`config.mk`:
```
export PLATFORM = sky130hd
export DESIGN_NAME = uart_rx_frame_ctrl_flat
export DESIGN_NICKNAME = d
export VERILOG_FILES = /design/src/rtl/uart_rx_frame_ctrl_if.sv /design/src/rtl/uart_rx_frame_ctrl.sv /design/src/flat_wrapper.sv
export SDC_FILE = /design/constraint.sdc
export NUM_CORES = 1
export LEC_CHECK = 0
export ABC_AREA = 1
export CAP_MARGIN = 30
export CORE_ASPECT_RATIO = 0.75
export CORE_MARGIN = 2
export CORE_UTILIZATION = 45
export DETAILED_ROUTE_END_ITERATION = 8
export PLACE_DENSITY = 0.73
export SLEW_MARGIN = 15
export SYNTH_ARGS = -nofsm -noshare
export SYNTH_HDL_FRONTEND = slang
export SYNTH_SLANG_ARGS = --single-unit
```
`constraint.sdc`:
```
create_clock -name clk -period 4.4 [get_ports clk]
set_input_delay 0.88 -clock clk [delete_from_list [all_inputs] [get_ports clk]]
set_output_delay 0.88 -clock clk [all_outputs]
set_load 0.01 [all_outputs]
```
`src/rtl/uart_rx_frame_ctrl_if.sv`:
```
// ---------------------------------------------------------------------------
// uart_rx_frame_ctrl_if
// Bundles the receiver-side strobes, the payload stream and the packet
// verdict of uart_rx_frame_ctrl into one interface.
//
// Signals
//   tick      baud oversampling tick, one clock wide
//   rx_ready  one-cycle strobe: rx_data holds a new byte
//   rx_data   received byte
//   out_valid payload FIFO head valid
//   out_data  payload FIFO head byte (0 when FIFO empty)
//   out_last  head byte is the final payload byte of its frame
//   out_ready consumer accepts the head when out_valid && out_ready
//   pkt_ok    one-cycle pulse: frame complete, checksum good
//   pkt_err   one-cycle pulse: frame aborted or bad
//   err_code  0=checksum 1=length 2=timeout 3=overflow, held until next pkt_err
//   busy      parser is inside a frame
//
// Modports
//   slave  : the frame controller (consumes rx/tick/out_ready)
//   master : the environment (UART receiver + payload consumer)
// ---------------------------------------------------------------------------
interface uart_rx_frame_ctrl_if;
    logic       tick;
    logic       rx_ready;
    logic [7:0] rx_data;
    logic       out_valid;
    logic [7:0] out_data;
    logic       out_last;
    logic       out_ready;
    logic       pkt_ok;
    logic       pkt_err;
    logic [1:0] err_code;
    logic       busy;

    modport slave (
        input  tick, rx_ready, rx_data, out_ready,
        output out_valid, out_data, out_last, pkt_ok, pkt_err, err_code, busy
    );

    modport master (
        output tick, rx_ready, rx_data, out_ready,
        input  out_valid, out_data, out_last, pkt_ok, pkt_err, err_code, busy
    );
endinterface

```
`src/rtl/uart_rx_frame_ctrl.sv`:
```
// ---------------------------------------------------------------------------
// uart_rx_frame_ctrl
// Packet-level sequencer downstream of a UART receiver. Parses frames of the
// form SYNC, LEN, LEN payload bytes, CSUM (CSUM = LEN + payload, mod 256),
// streams the payload through a small FIFO with valid/ready handshake and
// reports a registered per-packet verdict. Inter-byte gaps inside a frame are
// supervised by counting baud ticks.
//
// Ports
//   clk    system clock
//   rst_n  asynchronous active-low reset; a mid-frame reset discards the
//          frame silently
//   bus    uart_rx_frame_ctrl_if.slave (see the interface file for signals)
// ---------------------------------------------------------------------------
module uart_rx_frame_ctrl #(
    parameter logic [7:0] SYNC_BYTE     = 8'hA5,
    parameter int         MAX_LEN       = 16,
    parameter int         TIMEOUT_TICKS = 512,
    parameter int         FIFO_DEPTH    = 4
) (
    input  logic                   clk,
    input  logic                   rst_n,
    uart_rx_frame_ctrl_if.slave    bus
);

    localparam int TMO_W = $clog2(TIMEOUT_TICKS);
    localparam int AW    = $clog2(FIFO_DEPTH);

    localparam logic [7:0]       MAX_LEN_B = 8'(MAX_LEN);
    // The counter never has to hold TIMEOUT_TICKS itself: the tick that would
    // reach it fires the timeout instead.
    localparam logic [TMO_W-1:0] TMO_LAST  = TMO_W'(TIMEOUT_TICKS - 1);

    localparam logic [1:0] ERR_CSUM = 2'd0;
    localparam logic [1:0] ERR_LEN  = 2'd1;
    localparam logic [1:0] ERR_TMO  = 2'd2;
    localparam logic [1:0] ERR_OVF  = 2'd3;

    typedef enum logic [1:0] {
        ST_IDLE,
        ST_LEN,
        ST_PAYLOAD,
        ST_CSUM
    } state_e;

    state_e           state_q, state_d;
    logic [7:0]       remaining_q, remaining_d;
    logic [7:0]       sum_q, sum_d;
    logic [TMO_W-1:0] tmo_q, tmo_d;
    logic             pkt_ok_q, pkt_ok_d;
    logic             pkt_err_q, pkt_err_d;
    logic [1:0]       err_code_q, err_code_d;

    // -----------------------------------------------------------------------
    // Payload FIFO: entries are {last, data}. Pointers carry one extra wrap
    // bit so full and empty are distinguishable.
    // -----------------------------------------------------------------------
    logic [8:0]  mem_q [FIFO_DEPTH];
    logic [AW:0] wr_ptr_q, rd_ptr_q;
    logic        fifo_empty, fifo_full;
    logic        push, pop;
    logic [8:0]  push_data;
    logic [8:0]  head;

    assign fifo_empty = (wr_ptr_q == rd_ptr_q);
    assign fifo_full  = (wr_ptr_q[AW] != rd_ptr_q[AW]) &&
                        (wr_ptr_q[AW-1:0] == rd_ptr_q[AW-1:0]);
    assign pop        = !fifo_empty && bus.out_ready;
    assign head       = mem_q[rd_ptr_q[AW-1:0]];

    always_ff @(posedge clk) begin
        if (push) begin
            mem_q[wr_ptr_q[AW-1:0]] <= push_data;
        end
    end

    always_ff @(posedge clk or negedge rst_n) begin
        if (!rst_n) begin
            wr_ptr_q <= '0;
            rd_ptr_q <= '0;
        end else begin
            if (push) wr_ptr_q <= wr_ptr_q + 1'b1;
            if (pop)  rd_ptr_q <= rd_ptr_q + 1'b1;
        end
    end

    // Head is gated so the stream reads as zeros while empty (the storage
    // itself is never reset).
    assign bus.out_valid = !fifo_empty;
    assign bus.out_data  = fifo_empty ? 8'h00 : head[7:0];
    assign bus.out_last  = !fifo_empty && head[8];

    // -----------------------------------------------------------------------
    // Frame parser: state register
    // -----------------------------------------------------------------------
    always_ff @(posedge clk or negedge rst_n) begin
        if (!rst_n) begin
            state_q     <= ST_IDLE;
            remaining_q <= '0;
            sum_q       <= '0;
            tmo_q       <= '0;
            pkt_ok_q    <= 1'b0;
            pkt_err_q   <= 1'b0;
            err_code_q  <= '0;
        end else begin
            state_q     <= state_d;
            remaining_q <= remaining_d;
            sum_q       <= sum_d;
            tmo_q       <= tmo_d;
            pkt_ok_q    <= pkt_ok_d;
            pkt_err_q   <= pkt_err_d;
            err_code_q  <= err_code_d;
        end
    end

    // -----------------------------------------------------------------------
    // Frame parser: next state. A byte strobe always takes priority over a
    // tick in the same cycle, so the gap counter restarts instead of timing
    // out.
    // -----------------------------------------------------------------------
    always_comb begin
        state_d     = state_q;
        remaining_d = remaining_q;
        sum_d       = sum_q;
        tmo_d       = tmo_q;
        pkt_ok_d    = 1'b0;
        pkt_err_d   = 1'b0;
        err_code_d  = err_code_q;
        push        = 1'b0;
        push_data   = 9'h000;

        case (state_q)
            ST_IDLE: begin
                tmo_d = '0;
                if (bus.rx_ready && bus.rx_data == SYNC_BYTE) begin
                    state_d = ST_LEN;
                end
            end

            ST_LEN: begin
                if (bus.rx_ready) begin
                    tmo_d = '0;
                    if (bus.rx_data >= 8'd1 && bus.rx_data <= MAX_LEN_B) begin
                        state_d     = ST_PAYLOAD;
                        remaining_d = bus.rx_data;
                        sum_d       = bus.rx_data;
                    end else begin
                        pkt_err_d  = 1'b1;
                        err_code_d = ERR_LEN;
                        state_d    = ST_IDLE;
                    end
                end else if (bus.tick) begin
                    if (tmo_q == TMO_LAST) begin
                        pkt_err_d  = 1'b1;
                        err_code_d = ERR_TMO;
                        state_d    = ST_IDLE;
                        tmo_d      = '0;
                    end else begin
                        tmo_d = tmo_q + 1'b1;
                    end
                end
            end

            ST_PAYLOAD: begin
                if (bus.rx_ready) begin
                    tmo_d = '0;
                    // A full FIFO still takes the byte if the head leaves
                    // in the same cycle.
                    if (fifo_full && !pop) begin
                        pkt_err_d  = 1'b1;
                        err_code_d = ERR_OVF;
                        state_d    = ST_IDLE;
                    end else begin
                        push        = 1'b1;
                        push_data   = {remaining_q == 8'd1, bus.rx_data};
                        sum_d       = sum_q + bus.rx_data;
                        remaining_d = remaining_q - 8'd1;
                        if (remaining_q == 8'd1) begin
                            state_d = ST_CSUM;
                        end
                    end
                end else if (bus.tick) begin
                    if (tmo_q == TMO_LAST) begin
                        pkt_err_d  = 1'b1;
                        err_code_d = ERR_TMO;
                        state_d    = ST_IDLE;
                        tmo_d      = '0;
                    end else begin
                        tmo_d = tmo_q + 1'b1;
                    end
                end
            end

            ST_CSUM: begin
                if (bus.rx_ready) begin
                    tmo_d   = '0;
                    state_d = ST_IDLE;
                    if (bus.rx_data == sum_q) begin
                        pkt_ok_d = 1'b1;
                    end else begin
                        pkt_err_d  = 1'b1;
                        err_code_d = ERR_CSUM;
                    end
                end else if (bus.tick) begin
                    if (tmo_q == TMO_LAST) begin
                        pkt_err_d  = 1'b1;
                        err_code_d = ERR_TMO;
                        state_d    = ST_IDLE;
                        tmo_d      = '0;
                    end else begin
                        tmo_d = tmo_q + 1'b1;
                    end
                end
            end

            default: begin
                state_d = ST_IDLE;
            end
        endcase
    end

    assign bus.pkt_ok   = pkt_ok_q;
    assign bus.pkt_err  = pkt_err_q;
    assign bus.err_code = err_code_q;
    assign bus.busy     = (state_q != ST_IDLE);

endmodule

```
`src/flat_wrapper.sv`:
```
// flat-port wrapper written by rule: the top's interface ports become plain ports
module uart_rx_frame_ctrl_flat 
#(
    parameter logic [7:0] SYNC_BYTE     = 8'hA5,
    parameter int         MAX_LEN       = 16,
    parameter int         TIMEOUT_TICKS = 512,
    parameter int         FIFO_DEPTH    = 4
)
  (clk, rst_n, bus_tick, bus_rx_ready, bus_rx_data, bus_out_ready, bus_out_valid, bus_out_data, bus_out_last, bus_pkt_ok, bus_pkt_err, bus_err_code, bus_busy);
  uart_rx_frame_ctrl_if bus_i ();
  input  logic clk;
  input  logic rst_n;
  input wire logic [$bits(bus_i.tick)-1:0] bus_tick;
  input wire logic [$bits(bus_i.rx_ready)-1:0] bus_rx_ready;
  input wire logic [$bits(bus_i.rx_data)-1:0] bus_rx_data;
  input wire logic [$bits(bus_i.out_ready)-1:0] bus_out_ready;
  output wire logic [$bits(bus_i.out_valid)-1:0] bus_out_valid;
  output wire logic [$bits(bus_i.out_data)-1:0] bus_out_data;
  output wire logic [$bits(bus_i.out_last)-1:0] bus_out_last;
  output wire logic [$bits(bus_i.pkt_ok)-1:0] bus_pkt_ok;
  output wire logic [$bits(bus_i.pkt_err)-1:0] bus_pkt_err;
  output wire logic [$bits(bus_i.err_code)-1:0] bus_err_code;
  output wire logic [$bits(bus_i.busy)-1:0] bus_busy;
  assign bus_i.tick = bus_tick;
  assign bus_i.rx_ready = bus_rx_ready;
  assign bus_i.rx_data = bus_rx_data;
  assign bus_i.out_ready = bus_out_ready;
  assign bus_out_valid = bus_i.out_valid;
  assign bus_out_data = bus_i.out_data;
  assign bus_out_last = bus_i.out_last;
  assign bus_pkt_ok = bus_i.pkt_ok;
  assign bus_pkt_err = bus_i.pkt_err;
  assign bus_err_code = bus_i.err_code;
  assign bus_busy = bus_i.busy;
  uart_rx_frame_ctrl #(.SYNC_BYTE(SYNC_BYTE), .MAX_LEN(MAX_LEN), .TIMEOUT_TICKS(TIMEOUT_TICKS), .FIFO_DEPTH(FIFO_DEPTH)) u_core (.clk(clk), .rst_n(rst_n), .bus(bus_i));
endmodule
```
==> results.json, run 1 <==
{
  "cts_max_path_buffers": 2,
  "num_vias": 3258,
  "r2r_cells": 7,
  "drive_gt1_frac": 0.0571,
  "final_hold_viol_count": 0,
  "place_hpwl_um": 6140,
  "hold_class": "register to register",
  "fmax_mhz": 273,
  "drc": 2,
  "worstMarginPinSlew_ps": 892,
  "peakVddDrop_uv": 260,
  "setup_viol": 0,
  "finalMaxSlewViolations": 0,
  "firstDrtPassIters": 7,
  "cts_hold_buffers": 0,
  "fin_crit_ps": 3660,
  "regToRegEndpoint": "u_core.mem_q[3][7]",
  "cts-htree-levels": 3,
  "crit_type": "register to output pin",
  "post-route-period-util": 0.832,
  "whs_path_depth": 2,
  "drt_iter0_markers": 241,
  "ant_nets": 0,
  "place.gp.congestion": 0.836,
  "r2r_slack_ps": 1690,
  "clk_latency_ps": 330,
  "core_um2": 8560,
  "fp-row-count": 29,
  "ctsResizeCount": 0,
  "first_global_vias": 3106,
  "min_to": "u_core.sum_q[2]",
  "grt_overflow": 0,
  "wl_per_cell_um": 13.4,
  "crit_fanout": 21,
  "violations": "design-rule violations",
  "fin_nets": 550,
  "leakagePower_nw": 2.17,
  "ys_seq_area_frac": 0.498,
  "power_w": 0.00299,
  "area_delta_synth_final_pct": 16.9,
  "antenna_found_initial": 0,
  "die_w_um": 113,
  "grt_max_degree": 38,
  "place_area_um2": 4350,
  "fin_cells": 633,
  "cp-start-kind": "register",
  "dieArea_um2": 9730,
  "clk_pin_slew_ps": 60,
  "clockRootBuffer": "clkbuf_16",
  "min_from": "u_core.sum_q[2]",
  "cts_buffers": 9,
  "yosys_warnings": 0,
  "required_ps": 3520,
  "rr_startpoint": "u_core.rd_ptr_q[0]",
  "die-height_um": 85.9,
  "grt.total_usage": 0.190,
  "via_per_inst": 5.15,
  "clkSinkCount": 73,
  "design_area_um2": 4710,
  "start_util": 0.470,
  "skew_ps": 7.25,
  "ios": 28,
  "netlist_area_um2": 4030,
  "cts_tree": "yes",
  "post_cts_buffers": 0,
  "drt-total-wl_um": 8470,
  "dp.cells": 616,
  "yosysUniqueCellTypes": 29,
  "arrival_ps": 2780,
  "grt_pass1_wl_um": 14700,
  "cp-end-kind": "output pin",
  "status": "complete, but fails checks",
  "power_density_nw_per_um2": 635,
  "n_antenna_cell": 0,
  "synth_seq_cells": 73,
  "syn_area_per_cell_um2": 8.19,
  "hold-worst-slack_ps": 482,
  "fin_setup_tns_ps": 0,
  "netlist_instances": 492,
  "portBuffers": 27,
  "synth_fp_nets": 522,
  "rsz0062_at_grt": "no",
  "relSlewSlack": 0.403,
  "maxCapViolations": 0
}
## layout by cell type (no fill, tap or decap), drive strengths merged, types with 2 or more instances in the layout
cell type      synthesis  final
a21oi                 13     13
buf                    7      2
bufinv                 0      2
clkbuf                 4      9
clkdlybuf4s50          0     26
clkinvlp               0      2
dfrtp                 37     37
edfxtp                36     36
ha                    16     16
inv                   78     80
nand2                117    117
nand3                 30     30
nand4                  8      8
nor2                  76     76
nor3                   4      4
nor4                   2      2
o21ai                 42     42
o22ai                  9      9
xor2                   7      7
## where the power goes
group / switching, W / internal [W] / leakage, nW
clock: 0.000287 / 0.000501 / 0.153
sequential: 0.000130 / 0.000850 / 0.801
combinational: 0.000720 / 0.000504 / 1.21
total: 0.00114 / 0.00185 / 2.17
## worst max path at each step
stage                       start         endpoint  depth (start not counted)  slack (ps)
2_1_floorplan  u_core.wr_ptr_q[0]  bus_out_data[0]                          8        2280
3_3_place_gp   u_core.rd_ptr_q[0]  bus_out_data[6]                          8        1240
3_5_place_dp   u_core.rd_ptr_q[0]     bus_out_last                          8        1110
4_1_cts        u_core.rd_ptr_q[0]     bus_out_last                          8         750
5_1_grt        u_core.rd_ptr_q[0]  bus_out_data[4]                          8         430
6_report       u_core.rd_ptr_q[0]  bus_out_data[1]                          8         740
## stage by stage
| step | utilization | worst slack (ps) |
|---|---|---|
| final | 0.550 | 738 |
| after CTS | 0.546 | 746 |
| after floorplan | - | 2280 |
| after global routing | 0.550 | 431 |
| after detailed placement | 0.508 | 1110 |
| after global placement | 0.508 | 1240 |
## flip-flops by register name (all words and copies together), names as in the netlist
register             count
u_core.bus.err_code      2
u_core.bus.pkt_err       1
u_core.bus.pkt_ok        1
u_core.mem_q            36
u_core.rd_ptr_q          3
u_core.remaining_q       8
u_core.state_q           2
u_core.sum_q             8
u_core.tmo_q             9
u_core.wr_ptr_q          3
## kinds of logic after synthesis
family	after synthesis	share of synthesized area
buf+inv	89	0.0913
flops	73	0.498
simple gates	237	0.246
fa+ha+maj	17	0.0547
xor+xnor	7	0.0152
compound gates	68	0.0923
mux	1	0.00249
## cells in the mapped netlist
cell type / n / area, µm²
nand2_2: 1 / 6.26
a21boi_0: 1 / 7.51
nand4_1: 8 / 50.1
o22ai_1: 9 / 56.3
edfxtp_1: 36 / 1080
o21ai_1: 6 / 30.0
xor2_1: 7 / 61.3
nor2_4: 2 / 22.5
o21bai_1: 1 / 7.51
buf_2: 3 / 15.0
ha_1: 16 / 200
a21oi_2: 3 / 26.3
nand2_1: 114 / 428
buf_6: 4 / 45.0
o21a_1: 1 / 7.51
nor4_1: 2 / 12.5
inv_1: 74 / 278
fa_1: 1 / 20.0
nand3_1: 30 / 150
mux2i_1: 1 / 10.0
nand2_4: 2 / 22.5
a21oi_1: 10 / 50.1
nor3_1: 4 / 20.0
a31oi_1: 1 / 6.26
nor2_1: 74 / 278
dfrtp_1: 37 / 926
clkbuf_1: 4 / 15.0
inv_2: 4 / 15.0
o21ai_0: 36 / 180
## routing by layer
metal  track usage  vias to the layer above  wire length, µm
li1              -                     1650                -
met1         0.264                     1503             4100
met2         0.301                       92             3790
met3        0.0473                       13              453
met4        0.0521                        0              125
met5             0                        -                0
## area by class of cell
| cell class | instances | area (µm²) |
|---|---|---|
| Fill cell | 763 | 3860 |
| Clock buffer | 9 | 225 |
| Timing Repair Buffer | 28 | 293 |
| Sequential cell | 73 | 2010 |
| Inverter | 78 | 293 |
| Tap cell | 108 | 135 |
| Multi-Input combinational cell | 330 | 1650 |
| Clock inverter | 7 | 101 |
## worst max-delay path: stages (launching register included)
cell,delay [ps]
dfrtp_1,730
inv_1,430
nand2_1,150
nand2_1,60
nor2_1,120
nand2_1,290
nand2_1,170
inv_1,40
clkdlybuf4s50_1,470
(Power assumes the default switching activity.)
==> inputs of run 2 (changes only) <==
==> constraint.sdc (replaced) <==
create_clock -name clk -period 3.7 [get_ports clk]
set_input_delay 0.74 -clock clk [delete_from_list [all_inputs] [get_ports clk]]
set_output_delay 0.74 -clock clk [all_outputs]
set_load 0.01 [all_outputs]
==> run 2 against run 1 <==
Compared with the run above: the run still ends with design-rule violations left; clock-buffer cell count rose by 4; die area did not move; sequential cell count did not move; cell count rose by 0.32%; largest cell class unchanged; highest routed layer unchanged.
==> results.json, run 2 (same netlist as run 1, synthesis figures left out) <==
{
  "skew_ps": 6.52,
  "firstDrtPassIters": 7,
  "final_hold_viol_count": 0,
  "drc": 2,
  "fin_nets": 552,
  "maxCapViolations": 0,
  "crit_fanout": 12,
  "gr-usage-met1": 0.283,
  "grt_overflow": 0,
  "cp-end-kind": "output pin",
  "antenna_found_initial": 0,
  "crit_family": "buffers and inverters",
  "cpMostUsedCell": "nand2_1",
  "place.gp.congestion": 0.831,
  "hold-worst-slack_ps": 275,
  "leakagePower_nw": 2.17,
  "worstPathCellList": "inv_1 -> nand2_1 -> nand2_1 -> nor2_1 -> nand2_1 -> nand2_1 -> inv_1 -> clkdlybuf4s50_1",
  "start_util": 0.470,
  "layout_common_cells": "nand2_1 (114), inv_1 (74), nor2_1 (74)",
  "grt_use_met3": 0.0537,
  "busiest_layer": "met2",
  "num_vias": 3270,
  "cts-htree-levels": 3,
  "clk_latency_ps": 330,
  "switching_power_w": 0.00134,
  "drt-total-wl_um": 9000,
  "cts_max_path_buffers": 2,
  "p_seq_frac": 0.319,
  "crit_type": "register to output pin",
  "violations": "design-rule violations",
  "p_comb_frac": 0.424,
  "via_per_inst": 5.15,
  "drive_gt1_frac": 0.0569,
  "largest_reg_flops": 36,
  "crit_buf_inv": 3,
  "relSlewSlack": 0.465,
  "worstMarginPinSlew_ps": 800,
  "internal_power_w": 0.00221,
  "area_delta_synth_final_pct": 16.8,
  "cp-start-kind": "register",
  "die-height_um": 85.9,
  "fin_crit_ps": 3140,
  "clk_pin_slew_ps": 60,
  "power_density_nw_per_um2": 754,
  "cts_tree": "yes",
  "arrival_ps": 2400,
  "fmax_mhz": 318,
  "fillers": 784,
  "fin_cells": 635,
  "clockRootBuffer": "clkbuf_16",
  "core_um2": 8560,
  "die_w_um": 113,
  "ctsResizeCount": 0,
  "final_common_cell": "nand2_1",
  "cpPeakStageDelay_ps": 550,
  "r2r_slack_ps": 1320,
  "hold_class": "input port to async pin",
  "cts_buffers": 9,
  "drt_iter0_markers": 255,
  "portBuffers": 27,
  "switching_share": 0.378,
  "rsz0062_at_grt": "no",
  "grt_pass1_wl_um": 15200,
  "dieArea_um2": 9730,
  "status": "complete, but fails checks",
  "post-route-period-util": 0.849,
  "clkSinkCount": 73,
  "grt_max_degree": 38,
  "peakVddDrop_uv": 332,
  "fp-row-count": 29,
  "place_hpwl_um": 6330,
  "ant_nets": 0,
  "power_w": 0.00355,
  "setup_viol": 0,
  "first_global_vias": 3158,
  "finalMaxSlewViolations": 0,
  "required_ps": 2960,
  "clkPwrFrac": 0.257,
  "use_met2": 0.308,
  "wl_per_cell_um": 14.2,
  "ios": 28,
  "final_core_util": 0.550,
  "cts_hold_buffers": 0,
  "grt.total_usage": 0.201,
  "post_cts_buffers": 0,
  "n_antenna_cell": 0,
  "fin_setup_tns_ps": 0,
  "dp.cells": 618,
  "crit_slowest_cell": "dfrtp_1"
}
==> run 2: power by group through the flow <==
stage	Clock [W]	Sequential (W)	Combinational, W
6_report	0.000911	0.00113	0.00150
5_1_grt	0.000962	0.00116	0.00172
4_1_cts	0.000929	0.00113	0.00150
3_5_place_dp	0	0.00115	0.00149
3_3_place_gp	0	0.00114	0.00145
2_1_floorplan	0	0.00112	0.00105
==> run 2: path summary, 6_finish.rpt <==
| path | cells past startpoint | end | start |
|---|---|---|---|
| max in group asynchronous | 2 | u_core.tmo_q[8] | rst_n |
| max reg2reg | 9 | u_core.mem_q[3][8] | u_core.rd_ptr_q[0] |
| min reg2reg | 2 | u_core.sum_q[4] | u_core.sum_q[4] |
| max | 8 | bus_out_data[3] | u_core.rd_ptr_q[1] |
| min in group clk | 2 | u_core.sum_q[4] | u_core.sum_q[4] |
| min | 1 | u_core.sum_q[6] | rst_n |
==> run 2: layer usage <==
metal	part of all wire	wire, µm
met1	0.47	4260
met2	0.45	4040
met3	0.065	582
met4	0.013	115
met5	0	0
==> run 2: layout make-up <==
class / count / area [µm²] / area share
Timing Repair Buffer: 30 / 300 / 0.0638
Sequential cell: 73 / 2010 / 0.426
Multi-Input combinational cell: 330 / 1650 / 0.351
Clock inverter: 3 / 46.3 / 0.00984
Tap cell: 108 / 135 / 0.0287
Inverter: 78 / 293 / 0.0622
Clock buffer: 13 / 272 / 0.0577
==> run 2: stage by stage <==
| step | instance area, µm² | setup slack [ps] |
|---|---|---|
| CTS | 4690 | 559 |
| global route | 4710 | 356 |
| floorplan | 4030 | 1720 |
| global placement | 4370 | 991 |
| detailed placement | 4370 | 913 |
| finish | 4710 | 560 |
==> inputs of run 3 (changes only) <==
--- a/config.mk
+++ b/config.mk
@@ -11,7 +11,7 @@
 export CORE_MARGIN = 2
 export CORE_UTILIZATION = 45
 export DETAILED_ROUTE_END_ITERATION = 8
-export PLACE_DENSITY = 0.73
+export PLACE_DENSITY = 0.75
 export SLEW_MARGIN = 15
 export SYNTH_ARGS = -nofsm -noshare
 export SYNTH_HDL_FRONTEND = slang
==> constraint.sdc (replaced) <==
create_clock -name clk -period 2.7 [get_ports clk]
set_input_delay 0.54 -clock clk [delete_from_list [all_inputs] [get_ports clk]]
set_output_delay 0.54 -clock clk [all_outputs]
set_load 0.01 [all_outputs]
==> run 3 against run 2 <==
Compared with the run above: the flow still finishes with violations (design-rule violations); highest routed layer unchanged; non-clock buffer count rose by 12; global-route usage shrank 0.74 points; power up 39%.
==> results.json, run 3 (same netlist as run 1, synthesis figures left out) <==
{
  "wl_per_cell_um": 13.3,
  "cts_hold_buffers": 0,
  "fmax_mhz": 396,
  "cpPeakStageDelay_ps": 460,
  "hold-worst-slack_ps": 159,
  "dieArea_um2": 9730,
  "layout_common_cells": "nand2_1 (113), inv_1 (73), nor2_1 (73)",
  "n_antenna_cell": 0,
  "ios": 28,
  "final_hold_viol_count": 0,
  "violations": "design-rule violations",
  "die_w_um": 113,
  "place_hpwl_um": 6150,
  "cpMostUsedCell": "nand2_1",
  "place.gp.congestion": 0.858,
  "fin_nets": 564,
  "portBuffers": 27,
  "crit_type": "register to output pin",
  "start_util": 0.470,
  "grt_overflow": 0,
  "fp-row-count": 29,
  "skew_ps": 7.24,
  "rsz0062_at_grt": "no",
  "crit_fanout": 20,
  "crit_slowest_cell": "clkdlybuf4s50_1",
  "drc": 2,
  "fin_setup_tns_ps": 0,
  "clockRootBuffer": "clkbuf_16",
  "peakVddDrop_uv": 462,
  "worstPathCellList": "buf_4 -> nand2_1 -> nand2_1 -> nor2_2 -> nand2_4 -> nand2_1 -> inv_1 -> clkdlybuf4s50_1",
  "leakagePower_nw": 2.25,
  "fin_cells": 647,
  "clk_pin_slew_ps": 60,
  "via_per_inst": 5.04,
  "drt_iter0_markers": 129,
  "fin_crit_ps": 2530,
  "die-height_um": 85.9,
  "clkSinkCount": 73,
  "grt.total_usage": 0.194,
  "core_um2": 8560,
  "worstMarginPinSlew_ps": 477,
  "power_density_nw_per_um2": 1030,
  "num_vias": 3260,
  "area_delta_synth_final_pct": 19.4,
  "firstDrtPassIters": 6,
  "grt_pass1_wl_um": 14700,
  "ant_nets": 0,
  "required_ps": 2160,
  "drive_gt1_frac": 0.0853,
  "finalMaxSlewViolations": 0,
  "final_common_cell": "nand2_1",
  "cp-start-kind": "register",
  "maxCapViolations": 0,
  "post-route-period-util": 0.935,
  "clk_latency_ps": 330,
  "cp-end-kind": "output pin",
  "first_global_vias": 3179,
  "cts_tree": "yes",
  "setup_viol": 0,
  "hold_class": "input port to async pin",
  "antenna_found_initial": 0,
  "largest_reg_flops": 36,
  "status": "complete, but fails checks",
  "relSlewSlack": 0.682,
  "drt-total-wl_um": 8570,
  "grt_max_degree": 38,
  "cts_buffers": 9,
  "cts_max_path_buffers": 2,
  "arrival_ps": 1990,
  "dp.cells": 630,
  "cts-htree-levels": 3
}
run 3: worst paths after layout:
| check | start | to | slack (ps) | cells after the start |
|---|---|---|---|---|
| setup reg to reg | u_core.rd_ptr_q[0] | u_core.sum_q[6] | 740 | 11 |
| setup / recovery | u_core.rd_ptr_q[0] | bus_out_data[0] | 170 | 8 |
| hold / removal | rst_n | u_core.sum_q[3] | 160 | 1 |
| min in group clk | u_core.sum_q[2] | u_core.sum_q[2] | 480 | 2 |
| max in group asynchronous | rst_n | u_core.wr_ptr_q[2] | 2080 | 2 |
| hold reg to reg | u_core.sum_q[2] | u_core.sum_q[2] | 480 | 2 |
run 3: area by class of cell:
cell class	instances	area, µm²
Timing Repair Buffer	42	398
Multi-Input combinational cell	330	1660
Clock buffer	10	229
Inverter	78	293
Fill cell	769	3750
Tap cell	108	135
Sequential cell	73	2010
Clock inverter	6	83.8
run 3: report_power, final:
part	switching, W	internal, W	leakage [nW]
Clock	0.000453	0.000806	0.156
Combinational	0.00127	0.000880	1.29
Sequential	0.000148	0.00139	0.801
Total	0.00187	0.00307	2.25
run 3: metrics by stage:
step | area (µm²) | setup slack, ps | utilization | power, W
2_1_floorplan | 4030 | 864 | - | 0.00297
3_3_place_gp | 4460 | 350 | 0.521 | 0.00359
3_5_place_dp | 4460 | 293 | 0.521 | 0.00366
4_1_cts | 4770 | 101 | 0.557 | 0.00494
5_1_grt | 4810 | 75.9 | 0.562 | 0.00533
6_report | 4810 | 174 | 0.562 | 0.00494
run 3: routing by layer:
layer  vias to the layer above  global-route usage  routed length [µm]
met2                        91               0.314                3880
met3                        14              0.0438                 553
met4                         0              0.0721                 161
met1                      1483               0.258                3980
li1                       1672                   -                   -
met5                         -                   0                   0
run 3: what timing repair did:
item                                    in CTS  in global routing
setup buffers                                0                  0
resized for setup                            1                  3
endpoints found under the setup margin       9                  9
run 3: critical path: cells and delay by family (launching register included):
family | cells | cell delay (ps)
flops | 1 | 390
buf+inv | 3 | 710
simple gates | 5 | 560
